## src/rtl/seq_check_pkg.sv

```systemverilog
// ============================================================================
// Module      : seq_check_pkg
// Description : Shared constants and window-compare helper for the 2-bit/cycle
//               serial pattern detector.
// Revision    : 1.0 - initial release
// ============================================================================
`default_nettype none

package seq_check_pkg;

    localparam logic [6:0] SEQ_PATTERN = 7'b1011001;
    localparam int         SEQ_LEN     = 7;
    localparam int         MAX_LEN     = 15;
    localparam int         WIN_W       = MAX_LEN + 1;

    // Operands are zero-extended to the widest legal pattern by the caller.
    function automatic logic pat_match(input logic [WIN_W-1:0] window,
                                       input logic [WIN_W-1:0] pattern);
        return window == pattern;
    endfunction

endpackage

`default_nettype wire

```

## src/rtl/seq_check_2b_if.sv

```systemverilog
// ============================================================================
// Module      : seq_check_2b_if
// Description : Stream/flag bundle of the pattern detector. match_cnt exists
//               only when SEQ_CHECK_CNT_EN is defined.
// Revision    : 1.0 - initial release
// ============================================================================
`default_nettype none

interface seq_check_2b_if;

    logic [1:0]  data_in;
    logic        flag_out;
`ifdef SEQ_CHECK_CNT_EN
    logic [15:0] match_cnt;

    modport master (output data_in, input  flag_out, input  match_cnt);
    modport slave  (input  data_in, output flag_out, output match_cnt);
`else
    modport master (output data_in, input  flag_out);
    modport slave  (input  data_in, output flag_out);
`endif

endinterface

`default_nettype wire

```

## src/rtl/seq_window_cmp.sv

```systemverilog
// ============================================================================
// Module      : seq_window_cmp
// Description : Combinational comparator for the two pattern end positions in
//               the current window, qualified by the history fill level.
// Revision    : 1.0 - initial release
// ============================================================================
`default_nettype none

module seq_window_cmp
    import seq_check_pkg::*;
#(
    parameter int                 PAT_LEN = SEQ_LEN,
    parameter logic [PAT_LEN-1:0] PATTERN = SEQ_PATTERN,
    parameter int                 FILL_W  = 4
) (
    input  wire logic [PAT_LEN:0]  i_window,
    input  wire logic [FILL_W-1:0] i_fill,
    output logic                   o_m1,
    output logic                   o_m0
);

    logic w_eq1;
    logic w_eq0;
    logic w_ok1;
    logic w_ok0;

    assign w_eq1 = pat_match(WIN_W'(i_window[PAT_LEN:1]),   WIN_W'(PATTERN));
    assign w_eq0 = pat_match(WIN_W'(i_window[PAT_LEN-1:0]), WIN_W'(PATTERN));

    // A match only counts once every bit it covers arrived after reset.
    assign w_ok1 = (i_fill + FILL_W'(1)) >= FILL_W'(PAT_LEN);
    assign w_ok0 = (i_fill + FILL_W'(2)) >= FILL_W'(PAT_LEN);

    assign o_m1 = w_eq1 & w_ok1;
    assign o_m0 = w_eq0 & w_ok0;

endmodule

`default_nettype wire

```

## src/rtl/seq_check_2b.sv

```systemverilog
// ============================================================================
// Module      : seq_check_2b
// Description : Overlapping serial pattern detector taking two stream bits per
//               clock. Optional saturating match counter via SEQ_CHECK_CNT_EN.
// Revision    : 1.0 - initial release
// ============================================================================
`default_nettype none

module seq_check_2b
    import seq_check_pkg::*;
#(
    parameter int                 PAT_LEN = SEQ_LEN,
    parameter logic [PAT_LEN-1:0] PATTERN = SEQ_PATTERN
) (
    input  wire logic      clk,
    input  wire logic      rst_n,
    seq_check_2b_if.slave  bus
);

    // Wide enough to hold fill+2 without wrapping.
    localparam int FILL_W = $clog2(PAT_LEN + 3);

    logic [PAT_LEN-2:0] r_hist;
    logic [FILL_W-1:0]  r_fill;
    logic               r_flag;

    logic [PAT_LEN:0]   w_window;
    logic [FILL_W-1:0]  w_fill_sum;
    logic [FILL_W-1:0]  w_fill_next;
    logic               w_m1;
    logic               w_m0;

    assign w_window    = {r_hist, bus.data_in};
    assign w_fill_sum  = r_fill + FILL_W'(2);
    assign w_fill_next = (w_fill_sum >= FILL_W'(PAT_LEN)) ? FILL_W'(PAT_LEN) : w_fill_sum;

    seq_window_cmp #(
        .PAT_LEN (PAT_LEN),
        .PATTERN (PATTERN),
        .FILL_W  (FILL_W)
    ) u_cmp (
        .i_window (w_window),
        .i_fill   (r_fill),
        .o_m1     (w_m1),
        .o_m0     (w_m0)
    );

    // rst_n is active-high despite its name.
    always_ff @(posedge clk) begin
        if (rst_n) begin
            r_hist <= '0;
            r_fill <= '0;
            r_flag <= 1'b0;
        end else begin
            r_hist <= w_window[PAT_LEN-2:0];
            r_fill <= w_fill_next;
            r_flag <= w_m1 | w_m0;
        end
    end

    assign bus.flag_out = r_flag;

`ifdef SEQ_CHECK_CNT_EN
    logic [15:0] r_cnt;
    logic [16:0] w_cnt_sum;

    assign w_cnt_sum = {1'b0, r_cnt} + 17'(w_m1) + 17'(w_m0);

    always_ff @(posedge clk) begin
        if (rst_n) begin
            r_cnt <= '0;
        end else begin
            r_cnt <= w_cnt_sum[16] ? 16'hFFFF : w_cnt_sum[15:0];
        end
    end

    assign bus.match_cnt = r_cnt;
`endif

endmodule

`default_nettype wire

```

## src/flat_wrapper.sv

```systemverilog
// flat-port wrapper written by rule: the top's interface ports become plain ports
module seq_check_2b_flat import seq_check_pkg::*;
#(
    parameter int                 PAT_LEN = SEQ_LEN,
    parameter logic [PAT_LEN-1:0] PATTERN = SEQ_PATTERN
)
  (clk, rst_n, bus_data_in, bus_flag_out);
  seq_check_2b_if bus_i ();
  input  wire logic clk;
  input  wire logic rst_n;
  input wire logic [$bits(bus_i.data_in)-1:0] bus_data_in;
  output wire logic [$bits(bus_i.flag_out)-1:0] bus_flag_out;
  assign bus_i.data_in = bus_data_in;
  assign bus_flag_out = bus_i.flag_out;
  seq_check_2b #(.PAT_LEN(PAT_LEN), .PATTERN(PATTERN)) u_core (.clk(clk), .rst_n(rst_n), .bus(bus_i));
endmodule
```

## config.mk

```make
export PLATFORM = sky130hd
export DESIGN_NAME = seq_check_2b_flat
export DESIGN_NICKNAME = d
export VERILOG_FILES = /design/src/rtl/seq_check_pkg.sv /design/src/rtl/seq_check_2b_if.sv /design/src/rtl/seq_window_cmp.sv /design/src/rtl/seq_check_2b.sv /design/src/flat_wrapper.sv
export SDC_FILE = /design/constraint.sdc
export NUM_CORES = 1
export LEC_CHECK = 0
export CAP_MARGIN = 10
export CORE_AREA = 3 3 40 42
export CTS_CLUSTER_DIAMETER = 60
export DETAILED_ROUTE_END_ITERATION = 16
export DIE_AREA = 0 0 43 45
export PLACE_DENSITY = 0.48
export SLEW_MARGIN = 20
export SYNTH_ARGS = -nofsm -noshare
export SYNTH_HDL_FRONTEND = slang
export SYNTH_HIERARCHICAL = 1
export SYNTH_SLANG_ARGS = --single-unit
```

## constraint.sdc

```tcl
create_clock -name clk -period 1.4 [get_ports clk]
set_input_delay 0.14 -clock clk [delete_from_list [all_inputs] [get_ports clk]]
set_output_delay 0.14 -clock clk [all_outputs]
set_load 0.02 [all_outputs]
```

==> reports/qor.txt <==
clk slew on worst S/H paths: 70 ps
Setup Fix Bufs, Post-CTS: 0
Achievable Freq: 771 MHz
Synth Instances: 39
Resize count post-CTS: 0
power density cells: 1230 nW/µm²
register area: 220 µm²
crit share post-route: 92.7%
cells along the critical path: clkdlybuf4s50_1
Final Max Slew Viols: 0
WL final: 669 µm
top-area cell type share of the netlist area: 52.2%
clock latency on the worst-skew pair: 260 ps
initial antenna violation count: 0
most used routing layer: met2
first-pass GRT wire length: 1.09 mm
TritonCTS clock tree: yes
peak supply drop: 572 µV
Mean Syn Cell Area: 10.8 µm²
Avg WL per Cell: 11.0 µm
initial core utilization: 32.8%
Worst Path Required: 1260 ps
cts hold-fix bufs: 0
Buf/Inv on CP: 1
Root Buffer: clkbuf_4
Die Ht: 45 µm
slowest stage delay, CP: 590 ps
total global-route track usage: 7.94%
largest cells by area after synthesis: dfxtp_1, nor2b_1, ha_1, a21oi_1, nand4b_1
CP max FO: 1
number of diodes: 0
Critical Path End Type: primary output
total CTS buffers: 3
Final #Nets: 53
CTS sink count: 11
GR Util met3: 4.78%
pin count of the biggest net entering global routing: 11
critical path arrival: 1160 ps
M1 GR Usage: 8.29%
gpl congestion: 0.674
Final Setup Violations: 0
number of nets still failing antenna checks after routing: 0
DIE WIDTH: 43 µm
Yosys reg bits: 11
area of the core: 1280 µm²
total grt overflow: 0
total power: 0.000619 W
most frequent cell after synthesis: dfxtp_1
fin util: 39.0%
Mapped Area: 422 µm²
Clock Skews: 1.35 ps
FILL cells: 135
HP Class: flip-flop to flip-flop
Syn Nets: 45
Yosys warning count: 6
top_reg_cell synth: dfxtp_1
# IOs: 5
IO buf count: 4
Synth cell types: 15
RSZ-0062 raised after global routing: false
1st-iter DRT viols: 3
Seq/Total Area, Yosys: 52.2%
Hold Vio Cnt, Final: 0
crit path kind: flip-flop to primary output
min Tclk post-route: 1300 ps
CP top delay family: buffers and inverters
GR Util met2: 12.9%
Pleak: 0.192 nW
Vias/cell: 4.89
CP startpoint kind: flip-flop
Commonest cells post-synth: dfxtp_1, nor2b_1, a21oi_1
max-cap violations: 0
layout cell share with drive strength beyond 1: 8.70%
number of H-tree levels: 1
iteration count of the initial detailed-routing pass: 4
row count: 13
Layout area overhead: 19.0%
drc violations: 0
EDFF count, synth: 0
status: complete, no violations
number of global-route vias before repair: 270
footprint of the multi-input gates: 189 µm²
via count: 298
DIE AREA: 1940 µm²
most area-hungry cell type in the Yosys netlist: dfxtp_1
Post-synth ARST share: 0%
DP HPWL: 469 µm
Slowest-stage cell, CP: clkdlybuf4s50_1
Longest Clk Path Bufs: 2
-- metal layers --
layer	part of all wire, %	up-vias	wire length (µm)
li1	-	147	-
met1	45	143	299
met2	49	8	330
met3	5.8	0	39
met4	0	0	0
met5	0	-	0
-- sequential cells by signal (all words and copies together) (netlist names) --
signal,cells
u_core/bus.flag_out,1
u_core/r_fill,4
u_core/r_hist,6
-- through the flow --
stage | cells | cell area, µm² | hold slack, ps | setup slack [ps] | setup TNS (ps)
after floorplan | 39 | 422 | 268 | 245 | 0
after detailed placement | 57 | 475 | 467 | -32.2 | -32.2
after global placement | 57 | 475 | 455 | -4.60 | -4.60
after global routing | 61 | 502 | 492 | 48.4 | 0
final | 61 | 502 | 476 | 103 | 0
after CTS | 61 | 502 | 477 | 95.9 | 0
-- cells in the final DEF (no fill, tap or decap) --
master,Yosys,final
nand4b_1,2,2
dfxtp_1,11,11
nor2_1,2,2
a221oi_1,1,1
clkbuf_4,0,3
inv_1,2,2
conb_1,1,1
nand3b_1,1,1
xnor2_1,2,2
clkdlybuf4s50_1,0,4
ha_1,2,2
nor2b_1,7,7
a311oi_2,1,1
clkbuf_1,0,1
a21oi_1,4,4
nor4bb_1,1,1
and4bb_1,1,1
-- layout make-up --
class	instances	area share [%]
tap	15	3.74
multi-input combinational	25	37.7
clock buffer	4	5.24
timing repair buffer	4	7.98
sequential	11	43.9
inverter	2	1.50
-- path summary, 6_finish.rpt --
check,from,endpoint,slack [ps],depth (start not counted)
worst max-delay path,u_core/bus.flag_out$_SDFF_PP0_,bus_flag_out,100,1
worst min-delay path,u_core/r_hist[3]$_SDFF_PP0_,u_core/r_hist[5]$_SDFF_PP0_,480,1
worst max register to register,u_core/r_fill[1]$_SDFF_PP0_,u_core/bus.flag_out$_SDFF_PP0_,140,5
worst min register to register,u_core/r_hist[3]$_SDFF_PP0_,u_core/r_hist[5]$_SDFF_PP0_,480,1
-- cells by family (layout without fill, tap and decap cells) --
| kind of cell | after synthesis | after routing | synth area share [%] |
|---|---|---|---|
| AO/OA/AOI/OAI | 6 | 6 | 10.4 |
| XOR/XNOR | 2 | 2 | 4.16 |
| adder cells (fa/ha/maj) | 2 | 2 | 5.93 |
| buffers and inverters | 3 | 10 | 2.97 |
| flip-flops | 11 | 11 | 52.2 |
| other | 1 | 1 | 0.889 |
| AND/OR/NAND/NOR | 14 | 14 | 23.4 |
-- power by group --
group	internal [W]	total, W	switching, W
Clock	0.000110	0.000214	0.000104
Sequential	0.000331	0.000348	0.0000169
Combinational	0.0000321	0.0000572	0.0000251
Total	0.000473	0.000619	0.000146
Note: power is estimated with default switching activity, not from simulation.
